## src/rtl/frame_pkg.sv

```systemverilog
// Shared frame constants and FSM state encoding for the price/amount framer.
package frame_pkg;

   localparam logic [7:0] FLAG          = 8'h7E;
   localparam logic [7:0] ESC           = 8'h7D;
   localparam logic [7:0] ESC_XOR       = 8'h20;
   localparam int         PAYLOAD_BYTES = 8;

   // One-hot so it lines up with the receiver's state decode.
   typedef enum logic [4:0] {
      IDLE = 5'b00001,
      SOF  = 5'b00010,
      DATA = 5'b00100,
      ESC2 = 5'b01000,
      EOF  = 5'b10000
   } state_t;

endpackage

```

## src/rtl/frame_esc_unit.sv

```systemverilog
// Byte-stuffing lookup: tells the framer whether a payload byte collides with
// the flag or escape code and supplies the XOR-ed second byte of the escape.
import frame_pkg::*;

module frame_esc_unit (
   input  logic [7:0] i_byte,
   output logic       o_needsEscape,
   output logic [7:0] o_escapedByte
);

   // Only the two reserved codes are stuffed; everything else, 0x7F included, passes raw.
   always_comb begin
      o_needsEscape = (i_byte == FLAG) || (i_byte == ESC);
      o_escapedByte = i_byte ^ ESC_XOR;
   end

endmodule

```

## src/rtl/frame_pack.sv

```systemverilog
// Packs a 32-bit price and 32-bit amount into a flag-delimited, byte-stuffed
// frame and streams it to a UART transmitter over a valid/ready handshake.
import frame_pkg::*;

module frame_pack (
   input  logic        clk,
   input  logic        rst,
   input  logic [31:0] price,
   input  logic [31:0] amount,
   input  logic        in_valid,
   output logic        in_ready,
   output logic [7:0]  tx_data,
   output logic        tx_valid,
   input  logic        tx_ready,
   output logic        done
);

   state_t      r_state;
   state_t      w_nextState;
   logic [63:0] r_buf;
   logic [2:0]  r_idx;
   logic [7:0]  r_txData;
   logic        r_txValid;
   logic        r_done;

   logic [2:0]  w_nextIdx;
   logic [7:0]  w_nextTxData;
   logic        w_nextTxValid;
   logic        w_nextDone;
   logic        w_loadBuf;
   logic        w_xfer;

   logic [2:0]  w_mapIdx;
   logic [5:0]  w_bitBase;
   logic [7:0]  w_mapByte;
   logic        w_needsEscape;
   logic [7:0]  w_escapedByte;

   assign w_xfer    = r_txValid && tx_ready;
   assign w_bitBase = {~w_mapIdx, 3'b000};
   assign w_mapByte = r_buf[w_bitBase +: 8];

   assign in_ready  = (r_state == IDLE);
   assign tx_data   = r_txData;
   assign tx_valid  = r_txValid;
   assign done      = r_done;

   frame_esc_unit u_esc (
      .i_byte        (w_mapByte),
      .o_needsEscape (w_needsEscape),
      .o_escapedByte (w_escapedByte)
   );

   // State register; reset drops straight back to IDLE, abandoning any partial frame.
   always_ff @(posedge clk or posedge rst) begin
      if (rst) begin
         r_state <= IDLE;
      end else begin
         r_state <= w_nextState;
      end
   end

   // Next-state and next-byte selection. While a byte is stalled nothing changes.
   // A plain payload byte can never equal ESC, so tx_data == ESC in DATA means the
   // escape prefix is on the wire and the XOR byte of the same index comes next;
   // otherwise the escape unit looks one byte ahead.
   always_comb begin
      w_nextState   = r_state;
      w_nextIdx     = r_idx;
      w_nextTxData  = r_txData;
      w_nextTxValid = r_txValid;
      w_nextDone    = 1'b0;
      w_loadBuf     = 1'b0;
      w_mapIdx      = r_idx;
      case (r_state)
         IDLE: begin
            if (in_valid) begin
               w_loadBuf     = 1'b1;
               w_nextState   = SOF;
               w_nextIdx     = 3'd0;
               w_nextTxData  = FLAG;
               w_nextTxValid = 1'b1;
            end
         end
         SOF: begin
            w_mapIdx = r_idx;
            if (w_xfer) begin
               w_nextState  = DATA;
               w_nextTxData = w_needsEscape ? ESC : w_mapByte;
            end
         end
         DATA: begin
            if (r_txData == ESC) begin
               w_mapIdx = r_idx;
               if (w_xfer) begin
                  w_nextState  = ESC2;
                  w_nextTxData = w_escapedByte;
               end
            end else begin
               w_mapIdx = r_idx + 3'd1;
               if (w_xfer) begin
                  w_nextIdx = r_idx + 3'd1;
                  if (r_idx == 3'(PAYLOAD_BYTES - 1)) begin
                     w_nextState  = EOF;
                     w_nextTxData = FLAG;
                  end else begin
                     w_nextTxData = w_needsEscape ? ESC : w_mapByte;
                  end
               end
            end
         end
         ESC2: begin
            w_mapIdx = r_idx + 3'd1;
            if (w_xfer) begin
               w_nextIdx = r_idx + 3'd1;
               if (r_idx == 3'(PAYLOAD_BYTES - 1)) begin
                  w_nextState  = EOF;
                  w_nextTxData = FLAG;
               end else begin
                  w_nextState  = DATA;
                  w_nextTxData = w_needsEscape ? ESC : w_mapByte;
               end
            end
         end
         EOF: begin
            if (w_xfer) begin
               w_nextState   = IDLE;
               w_nextTxData  = 8'h00;
               w_nextTxValid = 1'b0;
               w_nextDone    = 1'b1;
            end
         end
         default: begin
            w_nextState   = IDLE;
            w_nextTxData  = 8'h00;
            w_nextTxValid = 1'b0;
         end
      endcase
   end

   // Datapath registers: captured payload, byte index and the registered tx outputs.
   always_ff @(posedge clk or posedge rst) begin
      if (rst) begin
         r_buf     <= 64'd0;
         r_idx     <= 3'd0;
         r_txData  <= 8'h00;
         r_txValid <= 1'b0;
         r_done    <= 1'b0;
      end else begin
         if (w_loadBuf) begin
            r_buf <= {price, amount};
         end
         r_idx     <= w_nextIdx;
         r_txData  <= w_nextTxData;
         r_txValid <= w_nextTxValid;
         r_done    <= w_nextDone;
      end
   end

endmodule

```

## config.mk

```make
export PLATFORM = sky130hd
export DESIGN_NAME = frame_pack
export DESIGN_NICKNAME = d
export VERILOG_FILES = /design/src/rtl/frame_pkg.sv /design/src/rtl/frame_esc_unit.sv /design/src/rtl/frame_pack.sv
export SDC_FILE = /design/constraint.sdc
export NUM_CORES = 1
export LEC_CHECK = 0
export BUFFER_PORTS_ARGS = -buffer_cell sky130_fd_sc_hd__buf_2
export CORE_ASPECT_RATIO = 1.4
export CORE_MARGIN = 3
export CORE_UTILIZATION = 30
export CTS_BUF_LIST = sky130_fd_sc_hd__clkbuf_16
export DETAILED_ROUTE_END_ITERATION = 10
export GPL_ROUTABILITY_DRIVEN = 0
export PLACE_DENSITY_LB_ADDON = 0.12
export SKIP_CTS_REPAIR_TIMING = 1
export SLEW_MARGIN = 10
export SYNTH_ARGS = -nofsm -noshare
export SYNTH_HDL_FRONTEND = slang
export SYNTH_HIERARCHICAL = 1
export SYNTH_SLANG_ARGS = --single-unit
```

## constraint.sdc

```tcl
create_clock -name clk -period 4.4 [get_ports clk]
set_input_delay 0.44 -clock clk [delete_from_list [all_inputs] [get_ports clk]]
set_output_delay 0.44 -clock clk [all_outputs]
set_load 0.02 [all_outputs]
```

After elaboration in Yosys (flattened, before gate mapping)

Index checks and enable logic that the tools add are counted.

Flip-flop bits (word level): 82
Output and inout bits: 11
Logic and storage cells: 68

Add/subtract/negate cells: 1
Eq/ne operators: 17
Shift-type cells: 1
Muxes and demuxes: 32
Bitwise gates (word level): 3
Reduce and logical (&&, ||, !) cells: 8

Operators by type and width:

| kind                | count |
|---|---|
| $mux 8              | 8 |
| $shiftx 64x7->8     | 1 |
| $mux 5              | 9 |
| $pmux 8 s5          | 1 |
| $pmux 5 s5          | 1 |
| $eq 8x7->1 const B  | 3 |
| $mux 3              | 4 |
| $ne 2x2->1 const B  | 6 |
| $pmux 3 s3          | 1 |
| $mux 1              | 6 |
| $ne 3x3->1 const B  | 2 |
| $pmux 3 s2          | 1 |
| $reduce_and 3->1    | 2 |
| $reduce_and 6->1    | 1 |
| $eq 5x1->1 const B  | 1 |
| $eq 5x2->1 const B  | 1 |
| $eq 5x3->1 const B  | 1 |
| $eq 5x4->1 const B  | 1 |
| $eq 5x5->1 const B  | 1 |
| $reduce_and 4->1    | 1 |
| $add 3x1->3 const B | 1 |
| $eq 3x3->1 const B  | 1 |
| $not 3->3           | 1 |
| $pmux 1 s3          | 1 |
| 5 further kinds     | 6 |

Longest topological paths before layout

Gate-level depths: netlist of the first run.

Word-level depth: 12
Mapped depth: 13

By module

The synthesis of the first run kept the hierarchy.

Modules (own cells, without submodules):

| module         | times used | cells each | area each (um2) | sequential area each (um2) |
|---|---|---|---|---|
| frame_pack     | 1          | 439        | 4977.3          | 2053.2 |
| frame_esc_unit | 1          | 11         | 86.3            | 0.0 |

Worst setup path after synthesis of the first run

Ideal clock, no wire load.

Path type: register to register
From: reg r_txData[7] (netlist: tx_data[7])
To: reg r_txData[1] (netlist: tx_data[1])
Library setup time: 0.120 ns
Arrival: 3.044 ns
Required time: 4.280 ns
Setup slack: 1.236 ns
Stages on the path, launching flop included: 12
Clock period less this slack: 3.164 ns
Path through: dfrtp_1 nand4b_1 nor4_1 a21o_4 buf_6 o2bb2ai_2 a211oi_1 nor4_2 xnor2_1 nor4b_2 nor3_1 a31o_1

Word-level cells in the longest chain between the ends: 12

Ends and longest elaborated chain:

| what                     | RTL line                                               | RTL |
|---|---|---|
| start: declaration       | frame_pack.sv:22                                       | `logic [7:0] r_txData;` |
| start signal: assignment | frame_pack.sv:154                                      | `r_txData <= w_nextTxData;` |
| $eq 8x7->1 (*)           | frame_pack.sv:93                                       | `if (r_txData == ESC) begin` |
| $mux 3 (*)               | frame_pack.sv:93                                       |  |
| $pmux 3 s2 (*)           | frame_pack.sv:75                                       | `case (r_state)` |
| $not 3->3 (*)            | frame_pack.sv:40                                       | `assign w_bitBase = {~w_mapIdx, 3'b000};` |
| $shiftx 64x7->8 (*)      | frame_pack.sv:41                                       | `assign w_mapByte = r_buf[w_bitBase +: 8];` |
| via w_mapByte[1]         | frame_pack.sv:35                                       | `logic [7:0] w_mapByte;` |
| $eq 8x7->1               | frame_esc_unit.sv:13                                   | `o_needsEscape = (i_byte == FLAG) \|\| (i_byte == ESC);` |
| $logic_or 1x1->1 (*)     | frame_esc_unit.sv:13                                   |  |
| via w_needsEscape        | frame_pack.sv:36                                       | `logic w_needsEscape;` |
| $mux 8 (*)               | frame_pack.sv:89, frame_pack.sv:107, frame_pack.sv:121 |  |
| $mux 8                   | frame_pack.sv:103, frame_pack.sv:116                   |  |
| $mux 8                   | frame_pack.sv:114                                      | `if (w_xfer) begin` |
| $mux 8                   | frame_pack.sv:93                                       |  |
| $pmux 8 s5 (*)           | frame_pack.sv:75                                       |  |

Mark *: on every way through the listed nets, which the timed path passes. The rest lies on a longest branch. The select of a mux whose other input is x is not followed.
A chain may end at the register's enable or synchronous reset.

Worst setup path after layout of the first run

From: reg r_state[2]
To: reg r_txData[1] (netlist: tx_data[1])

Word-level cells in the longest chain between the ends: 11

Ends and longest elaborated chain:

| what                                     | RTL line                                               | RTL |
|---|---|---|
| start: declaration                       | frame_pack.sv:18                                       | `state_t r_state;` |
| start signal: assignment                 | frame_pack.sv:59                                       | `r_state <= w_nextState;` |
| $eq 5x4->1 or $eq 5x3->1 (tied branches) | frame_pack.sv:75                                       |  |
| $pmux 3 s2 (*)                           | frame_pack.sv:75                                       |  |
| $not 3->3 (*)                            | frame_pack.sv:40                                       |  |
| $shiftx 64x7->8 (*)                      | frame_pack.sv:41                                       |  |
| via w_mapByte[3]                         | frame_pack.sv:35                                       |  |
| $eq 8x7->1                               | frame_esc_unit.sv:13                                   |  |
| $logic_or 1x1->1 (*)                     | frame_esc_unit.sv:13                                   |  |
| via w_needsEscape                        | frame_pack.sv:36                                       |  |
| $mux 8 (*)                               | frame_pack.sv:89, frame_pack.sv:107, frame_pack.sv:121 |  |
| $mux 8                                   | frame_pack.sv:103, frame_pack.sv:116                   |  |
| $mux 8                                   | frame_pack.sv:114                                      |  |
| $mux 8                                   | frame_pack.sv:93                                       |  |
| $pmux 8 s5 (*)                           | frame_pack.sv:75                                       |  |

Marks and branches as above.

==> results by group, run 1 <==
Outcome
  • Status: finished clean

Yosys
  • Share of the synthesized area in the top cell type: 0.400
  • Number of enable flip-flop cells after synthesis: 0
  • Share of flip-flops with an asynchronous set or reset: 1.00
  • Net Count, Synth: 520
  • Post-synthesis mux area share: 0.145
  • Average size of a mapped cell: between 10 and 15 um2
  • Distinct cells, synth: 63
  • Synth Cell Area: 5060 um2
  • Synth Instances: 450
  • Largest cells by area after synthesis: dfrtp_1 (40%), mux2_2 (14%), a221oi_1 (8.3%), a211oi_1 (3.7%), o2bb2ai_1 (2.8%)
  • Compound-Gate Fraction of Synth Area: 0.294
  • Ys Warns: 6
  • Synth area leader: dfrtp_1
  • Xor-xnor portion of the synthesized cell area: 0.00346
  • Simple-gate share of the synthesized area: 0.101
  • Largest family of logic cells by synthesized area: compound AO/OA/AOI/OAI gates
  • Adder-Cell Fraction of Synth Area: 0.00494
  • Count of state elements after synthesis: 82
  • Post-synthesis sequential area ratio: 0.405
  • Top_reg_cell synth: dfrtp_1

Routing
  • DR pass1 iterations: 5
  • Drt initial violations: 338
  • Residual DRC: 0
  • Number of vias per cell: 5.89
  • Routed wire length per instance: 20.6 um
  • Via count: 4179
  • ANT nets after route: 0
  • WL final: 14600 um

STA
  • Final hold violations: 0
  • Slack of the critical path: 588 ps
  • Hold WS: around 180 ps
  • Tmin final: 3810 ps
  • Final setup violation count: 0
  • Tcrit/Tclk final: 0.866
  • Clock Skews: 4.81 ps
  • Fmax: 0.262 GHz
  • Final setup TNS: 0 ps
  • Unrepaired setup endpoints after global routing: no
  • Slew @ Worst Pin: ~1100 ps
  • Slew Limit Fails: 0
  • Slew margin rel.: 0.253

Floorplan
  • I/O pin count: 79
  • Core Area: 16400 um2
  • Die height: between 150 and 200 um
  • Die Area: 18500 um2
  • Initial core utilization: 0.309
  • Die Wd: ~120 um
  • FP Rows: 55

Setup path
  • CP Buf/Inv Count: 2
  • CP endpoint kind: flip-flop
  • Worst-path maximum fanout: 44
  • Startpoint Class: flip-flop
  • Setup CP Type: reg -> reg
  • Critical path, cell by cell: nor2b_1 -> o21ai_4 -> buf_4 -> a221oi_1 -> nor2_1 -> a2111oi_2 -> nor4_2 -> nand4_1 -> nor4b_2 -> buf_4 -> nor3_1 -> a31o_1
  • Top delay family on crit path: simple AND/OR/NAND/NOR gates
  • CP max-delay cell: o21ai_4
  • Worst path required time: 4640 ps
  • Critical path arrival: 4050 ps
  • Max incr delay on CP: 910 ps
  • Most Frequent Cell on Critical Path: buf_4

Finish
  • Most frequent cells in the layout: dfrtp_1 (81), buf_2 (78), mux2_2 (65), a221oi_1 (48), a211oi_1 (25)
  • Area Growth Syn to Fin: 15.6%
  • Final nets: 576
  • Most common cell after layout, fill and taps aside: dfrtp_1
  • Utilization after layout: 0.357
  • Non-Filler Instances: a little over 700
  • Layout cell share with drive strength beyond 1: 0.393
  • # diodes: 0

Job
  • Maxcap violations: 0

Placement
  • Placed insts: 694
  • Post-DP HPWL: 10600 um
  • IO Port Bufs: 78
  • Place WS: 665 ps

GRT
  • Number of global-route vias before repair: 4118
  • Initial antenna violation count: 0
  • Total gr overflow: 0
  • Largest net degree at the start of global routing: 51
  • GRT Total Usage: 0.161
  • First-pass GRT wire length: around 23000 um

Clocking
  • Clock-pin slew of the registers on the worst-case setup and hold paths: 60 ps
  • TritonCTS clock tree: yes
  • Root buffer cell: clkbuf_16
  • Clock buffer count from CTS: 9
  • CTS sink count: 82
  • CTS max path bufs: 2
  • Clock Latency Late Sink: 350 ps
  • CTS H-tree lvls: 3

Power and ir drop
  • Worst vdd ir: 0.219 mV
  • PD cells: about 730 nW/um2
  • Leakage: 2.34 nW

Min path
  • Hold Crit Class: in -> async
[stage by stage]
stage | instance area, um2 | power, mW
4_1_cts | 5850 | 4.32
2_1_floorplan | 5060 | 3.12
3_3_place_gp | 5580 | 3.53
5_1_grt | 5850 | 4.60
3_5_place_dp | 5580 | 3.58
6_report | 5850 | 4.30
[final cells by class]
class                      instances  area [um2]
multi-input combinational        319        2780
clock buffer                       9         225
clock inverter                     7        53.8
timing repair buffer              88         465
fill                            1653       10500
sequential                        82        2050
inverter                           6        23.8
tap                              199         249
[state kept, by name, indices dropped and copies added (netlist names)]
| name | flops |
|---|---|
| done | 1 |
| r_buf | 64 |
| r_idx | 3 |
| r_state | 5 |
| tx_data | 8 |
| tx_valid | 1 |
[worst register-to-register path, cell delays in order (launching register included)]
cell       delay, ps
dfrtp_1          450
nor2b_1          260
o21ai_4          910
buf_4            320
a221oi_1          80
nor2_1           160
a2111oi_2         50
nor4_2           500
nand4_1          170
nor4b_2          260
buf_4            200
nor3_1            70
a31o_1           260
[Yosys cell counts (all sizes together), types with 2 or more instances]
master and instances:
a32o 2, and2 8, a21oi 6, nand4b 2, xnor2 2, nor2 20, a221oi 48, nor3 5
o31ai 2, a221o 5, nand4 3, or3 2, nor4 11, a22o 2, a21o 3, buf 26
dfrtp 81, o32ai 2, a2111oi 4, nand2 13, nor2b 9, and4b 2, ha 2, o2bb2ai 22
a31oi 2, o221a 5, a32oi 2, a31o 3, a211oi 29, clkbuf 17, mux2 65, nand2b 2
o21a 3, inv 6, o31a 5, o21ai 17
[report_power, final]
group / total (mW) / internal [mW] / switching, mW
logic: 2.03 / 0.982 / 1.04
registers: 1.54 / 1.12 / 0.424
clock network: 0.729 / 0.428 / 0.300
[final timing paths]
kind	cells after the start	slack, ps	endpoint	startpoint
setup / recovery	12	590	tx_data[1]	r_state[2]
min in group clk	2	320	r_buf[32]	price[0]
hold reg to reg	1	510	r_buf[39]	r_buf[39]
setup reg to reg	12	590	tx_data[1]	r_state[2]
max in group asynchronous	3	3200	r_buf[59]	rst
hold / removal	2	180	r_buf[32]	rst
[per-layer routing]
metal  up-vias  share of wire  GRT usage
li1       1928              -          -
met4         0          0.026     0.0670
met5         -              0          0
met2       132           0.50      0.257
met1      2093           0.42      0.210
met3        26          0.048     0.0337
[logic make-up after synthesis]
logic type,count (synthesis)
compound gates,167
xor+xnor,2
fa+ha+maj,2
buf+inv,49
flops,82
mux,65
simple gates,83
No activity file was read; power rests on OpenSTA's default activity.
==> inputs of run 2 (changes only) <==
--- a/config.mk
+++ b/config.mk
@@ -13,6 +13,7 @@
 export DETAILED_ROUTE_END_ITERATION = 10
 export GPL_ROUTABILITY_DRIVEN = 0
 export PLACE_DENSITY_LB_ADDON = 0.12
+export RECOVER_POWER = 25
 export SKIP_CTS_REPAIR_TIMING = 1
 export SLEW_MARGIN = 10
 export SYNTH_ARGS = -nofsm -noshare
==> constraint.sdc (replaced) <==
create_clock -name clk -period 4.4 [get_ports clk]
set_input_delay 0.44 -clock clk [delete_from_list [all_inputs] [get_ports clk]]
set_output_delay 0.44 -clock clk [all_outputs]
set_load 0.005 [all_outputs]
==> run 2 against run 1 <==
Effect of this change: sequential share of layout area barely moved; final area hardly changed; the flow now finishes with violations (max-capacitance violations, max-slew violations); clock skew about the same; total power decreased by 0.83%; largest cell class unchanged; highest routed layer unchanged; register-to-register slack barely moved; first-iteration DRC count down 4.1%; wire length grew 0.33%; clock-buffer cell count is the same.
==> results by group, run 2 (synthesized netlist as in run 1, its figures left out) <==
Setup path
  • CP endpoint kind: flip-flop
  • Setup CP Type: reg -> reg
  • Most Frequent Cell on Critical Path: buf_4
  • Top delay family on crit path: simple AND/OR/NAND/NOR gates
  • Worst path required time: 4640 ps
  • Worst-path maximum fanout: 44
  • Critical path, cell by cell: nor2b_1 -> o21ai_4 -> buf_4 -> a221oi_1 -> nor2_1 -> a2111oi_2 -> nor4_2 -> nand4_1 -> nor4b_2 -> buf_4 -> nor3_1 -> a31o_1
  • Startpoint Class: flip-flop
  • Max incr delay on CP: roughly 900 ps
  • CP max-delay cell: o21ai_4
  • Critical path arrival: 4050 ps
  • CP Buf/Inv Count: 2

Clocking
  • Clock buffer count from CTS: 9
  • Clock Latency Late Sink: 350 ps
  • CTS max path bufs: 2
  • Root buffer cell: clkbuf_16
  • Clock-pin slew of the registers on the worst-case setup and hold paths: 60 ps
  • CTS H-tree lvls: 3
  • CTS sink count: between 80 and 90
  • TritonCTS clock tree: yes

STA
  • Clock Skews: 4.75 ps
  • Slew @ Worst Pin: 1830 ps
  • Final setup violation count: 0
  • Slew Limit Fails: 41
  • Fmax: ~0.26 GHz
  • Final hold violations: 0
  • Unrepaired setup endpoints after global routing: no
  • Tmin final: 3820 ps
  • Slew margin rel.: -0.225
  • Tcrit/Tclk final: 0.867
  • Final setup TNS: 0 ps

Finish
  • Fill count: 1656
  • Final nets: roughly 580
  • # diodes: 0
  • Non-Filler Instances: 710
  • Area Growth Syn to Fin: 15.5%
  • Most frequent cells in the layout: dfrtp_1 (81), buf_2 (74), mux2_2 (65), a221oi_1 (48), a211oi_1 (25)
  • Largest register FFs: 64
  • Final Cell Area: 5850 um2
  • Most flops, register: r_buf
  • Layout cell share with drive strength beyond 1: 0.386
  • Most common cell after layout, fill and taps aside: dfrtp_1

Power and ir drop
  • Leakage: 2.32 nW
  • PD cells: between 700 and 800 nW/um2
  • Worst vdd ir: 0.219 mV

Floorplan
  • Die Wd: 116 um
  • FP Rows: 55
  • Die Area: between 15000 and 20000 um2
  • Initial core utilization: 0.309
  • Die height: 160 um
  • Core Area: approximately 16000 um2
  • I/O pin count: 79

Routing
  • WL final: 14700 um
  • Number of vias per cell: 5.94
  • Routed wire length per instance: 20.6 um
  • Via count: 4217
  • Residual DRC: 0
  • ANT nets after route: 0
  • DR pass1 iterations: 5
  • Drt initial violations: 324

Placement
  • Placed insts: 694
  • DP Area: 5580 um2
  • IO Port Bufs: 78
  • Post-DP HPWL: between 10000 and 15000 um

Outcome
  • Status: finished with violations
  • Violated checks: max-capacitance violations, max-slew violations

GRT
  • First-pass GRT wire length: 23300 um
  • Initial antenna violation count: 0
  • Total gr overflow: 0
  • Largest net degree at the start of global routing: between 50 and 60
  • GRT Total Usage: 0.161
  • Number of global-route vias before repair: around 4100

Job
  • Maxcap violations: 1

Min path
  • Hold Crit Class: in -> reg
[run 2: stage by stage]
step	total power, mW	hold slack, ps	worst slack, ps	utilization
final	4.26	318	584	0.357
after global routing	4.56	311	330	0.357
after CTS	4.29	202	618	0.357
after detailed placement	3.54	497	665	0.340
after global placement	3.49	492	721	0.340
after floorplan	3.08	471	1330	-
[run 2: cell type report]
cell class | instances | area [um2] | share of cell area
multi-input combinational | 319 | 2780 | 0.476
sequential | 82 | 2050 | 0.351
timing repair buffer | 88 | 460 | 0.0787
tap | 199 | 249 | 0.0426
clock buffer | 9 | 225 | 0.0385
clock inverter | 7 | 53.8 | 0.00920
inverter | 6 | 23.8 | 0.00406
[run 2: path summary, 6_finish.rpt]
path / cells after the start / slack (ps) / to / from
setup / recovery: 12 / 580 / tx_data[1] / r_state[2]
hold / removal: 2 / 320 / r_buf[32] / price[0]
setup reg to reg: 12 / 580 / tx_data[1] / r_state[2]
hold reg to reg: 1 / 510 / r_buf[39] / r_buf[39]
max in group asynchronous: 3 / 2600 / r_buf[59] / rst
min in group asynchronous: 2 / 520 / r_buf[32] / rst
[run 2: report_power, final]
part	internal [mW]	switching, mW	total, mW
Sequential	1.12	0.424	1.54
Combinational	0.979	1.01	1.99
Clock	0.428	0.301	0.729
[run 2: routing by layer]
metal,global-route usage,share of wire,vias to the layer above
met1,0.210,0.42,2119
met3,0.0337,0.051,22
li1,-,-,1931
met4,0.0670,0.025,0
met2,0.257,0.50,145
met5,0,0,-
